===== config.mk =====
export PLATFORM = sky130hd
export DESIGN_NAME = bsg_demux_one_hot_buf_width_p4_els_p2
export DESIGN_NICKNAME = d
export VERILOG_FILES = /design/src/rtl/bsg_demux_one_hot_buf_width_p4_els_p2.sv
export SDC_FILE = /design/constraint.sdc
export NUM_CORES = 1
export LEC_CHECK = 0
export ABC_AREA = 1
export BUFFER_PORTS_ARGS = -buffer_cell sky130_fd_sc_hd__buf_2
export CAP_MARGIN = 15
export CELL_PAD_IN_SITES_DETAIL_PLACEMENT = 1
export CELL_PAD_IN_SITES_GLOBAL_PLACEMENT = 1
export CORE_MARGIN = 4
export CORE_UTILIZATION = 41
export CTS_CLUSTER_DIAMETER = 30
export DETAILED_ROUTE_END_ITERATION = 12
export PLACE_DENSITY_LB_ADDON = 0.1
export SLEW_MARGIN = 25
export SYNTH_ARGS = -nofsm -noshare
export SYNTH_HDL_FRONTEND = slang
export SYNTH_SLANG_ARGS = --single-unit

===== constraint.sdc =====
create_clock -name clk_i -period 2.2 [get_ports clk_i]
set_input_delay 0.44 -clock clk_i [delete_from_list [all_inputs] [get_ports clk_i]]
set_output_delay 0.44 -clock clk_i [all_outputs]
set_load 0.01 [all_outputs]

===== src/rtl/bsg_demux_one_hot_buf_width_p4_els_p2.sv =====
// ---------------------------------------------------------------------------
// bsg_demux_one_hot_buf_width_p4_els_p2
//
// Purpose:
//   Steers a single valid/ready input stream into one of two output lanes
//   chosen by a one-hot select. Each lane owns an independent 2-entry FIFO,
//   so a stall on one lane never holds up traffic bound for the other.
//   Beats accepted with a malformed select (none or both lanes) are dropped
//   and latch a sticky error flag. The error flag does not stop traffic.
//
// Ports:
//   clk_i          in   1   sole clock, rising edge
//   reset_n_i      in   1   synchronous active-low reset
//   v_i            in   1   input payload valid
//   data_i         in   4   input payload
//   sel_one_hot_i  in   2   destination lane, bit k selects lane k
//   ready_o        out  1   beat accepted when v_i & ready_o
//   v_o            out  2   per-lane output valid
//   data_o         out  8   lane k payload on data_o[4k+3:4k]
//   yumi_i         in   2   per-lane consume strobe
//   err_o          out  1   sticky malformed-select flag
// ---------------------------------------------------------------------------
module bsg_demux_one_hot_buf_width_p4_els_p2 (
    input  logic                clk_i,
    input  logic                reset_n_i,
    input  logic                v_i,
    input  logic [3:0]          data_i,
    input  logic [1:0]          sel_one_hot_i,
    output logic                ready_o,
    output logic [1:0]          v_o,
    output logic [7:0]          data_o,
    input  logic [1:0]          yumi_i,
    output logic                err_o
);

    localparam int width_p    = 4;
    localparam int els_p      = 2;
    localparam int lg_depth_p = 1;
    localparam int depth_lp   = 2 ** lg_depth_p;

    // Count value meaning "lane full".
    localparam logic [lg_depth_p:0] full_count_lp = 2'd2;

    // True when exactly one bit of the select is set.
    function automatic logic is_one_hot(input logic [els_p-1:0] sel);
        logic seen;
        logic multi;
        seen  = 1'b0;
        multi = 1'b0;
        for (int i = 0; i < els_p; i++) begin
            if (sel[i]) begin
                multi = multi | seen;
                seen  = 1'b1;
            end else begin
                multi = multi;
            end
        end
        return seen & ~multi;
    endfunction

    // Per-lane FIFO state.
    logic [lg_depth_p:0]   count_r [els_p];
    logic [els_p-1:0]      wptr_r;
    logic [els_p-1:0]      rptr_r;
    logic [width_p-1:0]    mem_r   [els_p][depth_lp];
    logic                  err_r;

    // Derived handshake terms.
    logic                  sel_ok_s;
    logic                  room_s;
    logic                  ready_s;
    logic                  accept_s;
    logic                  accept_bad_s;
    logic [els_p-1:0]      enq_s;
    logic [els_p-1:0]      deq_s;

    // Space check for the selected lane; uses registered counts only so a
    // same-cycle dequeue on a full lane cannot open the input.
    always_comb begin
        sel_ok_s = is_one_hot(sel_one_hot_i);
        room_s   = 1'b0;
        for (int k = 0; k < els_p; k++) begin
            if (sel_one_hot_i[k] && (count_r[k] != full_count_lp)) begin
                room_s = 1'b1;
            end else begin
                room_s = room_s;
            end
        end
    end

    // Input handshake: malformed selects are always accepted (then dropped)
    // so a bad source cannot wedge the block; reset holds ready low.
    always_comb begin
        if (!reset_n_i) begin
            ready_s = 1'b0;
        end else if (!sel_ok_s) begin
            ready_s = 1'b1;
        end else begin
            ready_s = room_s;
        end
        accept_s     = v_i & ready_s;
        accept_bad_s = accept_s & ~sel_ok_s;
    end

    // Per-lane enqueue/dequeue strobes; a yumi on an empty lane is ignored.
    always_comb begin
        enq_s = {els_p{1'b0}};
        deq_s = {els_p{1'b0}};
        for (int k = 0; k < els_p; k++) begin
            enq_s[k] = accept_s & sel_ok_s & sel_one_hot_i[k];
            deq_s[k] = reset_n_i & yumi_i[k] & (count_r[k] != 2'd0);
        end
    end

    // Pointer, occupancy and error-flag state with synchronous reset.
    always_ff @(posedge clk_i) begin
        if (!reset_n_i) begin
            for (int k = 0; k < els_p; k++) begin
                count_r[k] <= 2'd0;
            end
            wptr_r <= {els_p{1'b0}};
            rptr_r <= {els_p{1'b0}};
            err_r  <= 1'b0;
        end else begin
            for (int k = 0; k < els_p; k++) begin
                if (enq_s[k]) begin
                    wptr_r[k] <= ~wptr_r[k];
                end
                if (deq_s[k]) begin
                    rptr_r[k] <= ~rptr_r[k];
                end
                // Simultaneous push and pop leaves occupancy unchanged.
                case ({enq_s[k], deq_s[k]})
                    2'b10:   count_r[k] <= count_r[k] + 2'd1;
                    2'b01:   count_r[k] <= count_r[k] - 2'd1;
                    default: count_r[k] <= count_r[k];
                endcase
            end
            if (accept_bad_s) begin
                err_r <= 1'b1;
            end
        end
    end

    // Payload storage; not reset, writes are already gated off during reset.
    always_ff @(posedge clk_i) begin
        for (int k = 0; k < els_p; k++) begin
            if (enq_s[k]) begin
                mem_r[k][wptr_r[k]] <= data_i;
            end
        end
    end

    // Output view: valid from occupancy, data from the head entry.
    always_comb begin
        v_o    = {els_p{1'b0}};
        data_o = {(width_p*els_p){1'b0}};
        for (int k = 0; k < els_p; k++) begin
            v_o[k]                        = (count_r[k] != 2'd0);
            data_o[k*width_p +: width_p]  = mem_r[k][rptr_r[k]];
        end
    end

    // Output drivers.
    always_comb begin
        ready_o = ready_s;
        err_o   = err_r;
    end

endmodule


==> impl_metrics.yaml <==
status:
  status: "complete, no violations"
clocking:
  holdBufCountCts: 0
  cts_tree: "done"
  post_cts_buffers: 0
  htreeDepth: 1
  path_clk_slew_ns: 0.14
  cts_sinks: 25
  clock_latency_ns: 0.32
  cts-buffers-inserted: 3
  cts_root_buf: "clkbuf_4"
  post_cts_resized: 0
  clk_path_buf_depth: 2
finish:
  layout_commonest_cell: "nand2_1"
  mostFrequentLayoutCells: "34 x nand2_1, 22 x buf_2, 20 x edfxtp_1"
  drive_gt1_frac: 0.260
  final_cells: 181
  diodes: 0
  postLayoutCoreUtil: 0.495
  nets: 168
  area_delta_synth_final_pct: 14.5
placed_design:
  dp.cells: 177
  place_congestion: 0.755
  numPortBuffers: 22
  dp_hpwl_um: 1870
global_routing:
  grt_max_degree: 16
  grt_pass1_vias: 881
  grt-ovfl-total: 0
  antenna_found_initial: 0
  grt_pass1_wl_um: 4070
  track_usage: 0.130
detailed_routing:
  routed_wl_um: 2360
  drt_iter0_drc: 13
  dr.pass1.iters: 4
  viasPerCell: 4.77
  final_antenna_net_count: 0
  vias: 863
  wl_per_cell_um: 13.0
  drc: 0
yosys:
  postSynthCellCount: 125
  yosys_register_bits: 25
  synth_warnings: 0
  yosysSeqAreaShare: 0.583
  synth_cell_types: 20
  synth_top_cell_by_area: "edfxtp_1"
  syn_area_per_cell_um2: 9.62
  synth_area_um2: 1200
  synth_top_area_frac: 0.499
  synthTopCellsByArea: "edfxtp_1 50%, nand2_1 11%, dfxtp_1 8.3%"
  syn_nets: 142
setup_path:
  slowest_delay_ns: 0.43
  worstSetupPathType: "reg -> reg"
  reg2regPathDepth: 8
  slowest_stage: "edfxtp_1"
  cp.depth: 8
  cp_max_fo: 6
  cp.buffers_inverters: 1
  crit_path_cell_trace: "ha_1 -> nand3_2 -> nand2_2 -> nor2_4 -> nand3_2 -> inv_1 -> ha_1 -> o21ai_0"
  arrival_ns: 2.00
  critPathLaunchType: "flip-flop"
  endpoint_kind: "flip-flop"
  required_ns: 2.22
  crit_family: "adder cells"
job:
  maxCapViolCount: 0
timing:
  finClkSkew_ns: 0.00472
  drv_slew: 0
  fin_tns_setup_ns: 0
  hold_viol: 0
  slew_headroom: 0.749
  rsz0062_at_grt: "false"
  fin_crit_sh: 0.902
  worstMarginPinSlew_ns: 0.375
  period_needed_ns: 1.99
  max_freq_mhz: 504
  holdWs_ns: 0.343
  setup_violations: 0
floorplanning:
  rows: 19
  core_area_um2: 2780
  io_pins: 23
  die_w_um: 62.2
  dieArea_um2: 3860
  die_y_um: 62.2
  initial_core_util: 0.432
pwr:
  ir_drop_mv: 0.505
  power.leakage_nw: 0.662
  power.density_nw_per_um2: 647
min_path:
  hp-class: "in -> reg"
  worstHoldPathCells: 1
-- state kept, by name, indices dropped and copies added, names as in the netlist --
register  flops
rptr_r        2
wptr_r        2
err_o         1
mem_r        16
count_r       4
-- worst paths after layout --
kind | start | endpoint | slack [ns]
worst max-delay path | count_r[1][1] | count_r[0][1] | 0.21
worst min-delay path | data_i[3] | mem_r[0][15] | 0.34
worst max register to register | count_r[1][1] | count_r[0][1] | 0.21
worst min register to register | err_o | err_o | 0.47
-- layer usage --
layer  track usage  share of wire  vias up
met5             0              0        -
met4        0.0407         0.0089        0
met3        0.0216          0.019        2
met2         0.212           0.49        8
met1         0.175           0.48      403
li1              -              -      450
-- report_power, final --
group	internal [W]	switching, W
combinational	0.0000518	0.0000842
clock	0.0000694	0.000142
sequential	0.000530	0.0000132
total	0.000651	0.000239
-- Yosys cell counts --
cell type and n:
nand2_1 34, edfxtp_1 20, inv_1 18, nor2_1 11
ha_1 6, dfxtp_1 5, inv_2 5, a21oi_1 4
nand3_1 4, nand3_2 3, o21ai_0 3, nand2_2 2
nand4_1 2, o21ai_1 2, a21o_1 1, buf_2 1
mux2i_1 1, nand2_4 1, nor2_2 1, nor2_4 1
-- worst reg2reg max path: cells and delay by family, from the launching register on --
kind / cells / cell delay (ns)
buffers and inverters: 1 / 0.08
AOI/OAI and AO/OA: 1 / 0.30
DFF: 1 / 0.43
adders and majority gates: 2 / 0.44
and+or+nand+nor: 4 / 0.43
-- layout make-up --
type	instances	area, µm²
Multi-Input combinational cell	76	410
Clock buffer	3	22.5
Tap cell	31	38.8
Sequential cell	25	701
Fill cell	330	1410
Timing Repair Buffer	22	110
Inverter	23	86.3
Clock inverter	1	7.51
-- stage by stage --
step | area (µm²) | total power [W] | setup slack, ns
5_1_grt | 1380 | 0.000944 | 0.0212
3_3_place_gp | 1350 | 0.000686 | 0.273
4_1_cts | 1380 | 0.000901 | 0.206
3_5_place_dp | 1350 | 0.000692 | 0.217
2_1_floorplan | 1200 | 0.000638 | 0.378
6_report | 1380 | 0.000890 | 0.215
-- kinds of logic (layout without fill, tap and decap cells) --
logic type                 count (synthesis)  in the layout  share of synthesized area
AOI/OAI and AO/OA                         10             10                     0.0437
adders and majority gates                  6              6                     0.0624
buffers and inverters                     24             49                     0.0760
DFF                                       25             25                      0.583
and+or+nand+nor                           59             59                      0.227
muxes                                      1              1                    0.00832
No activity file was read; power rests on OpenSTA's default activity.
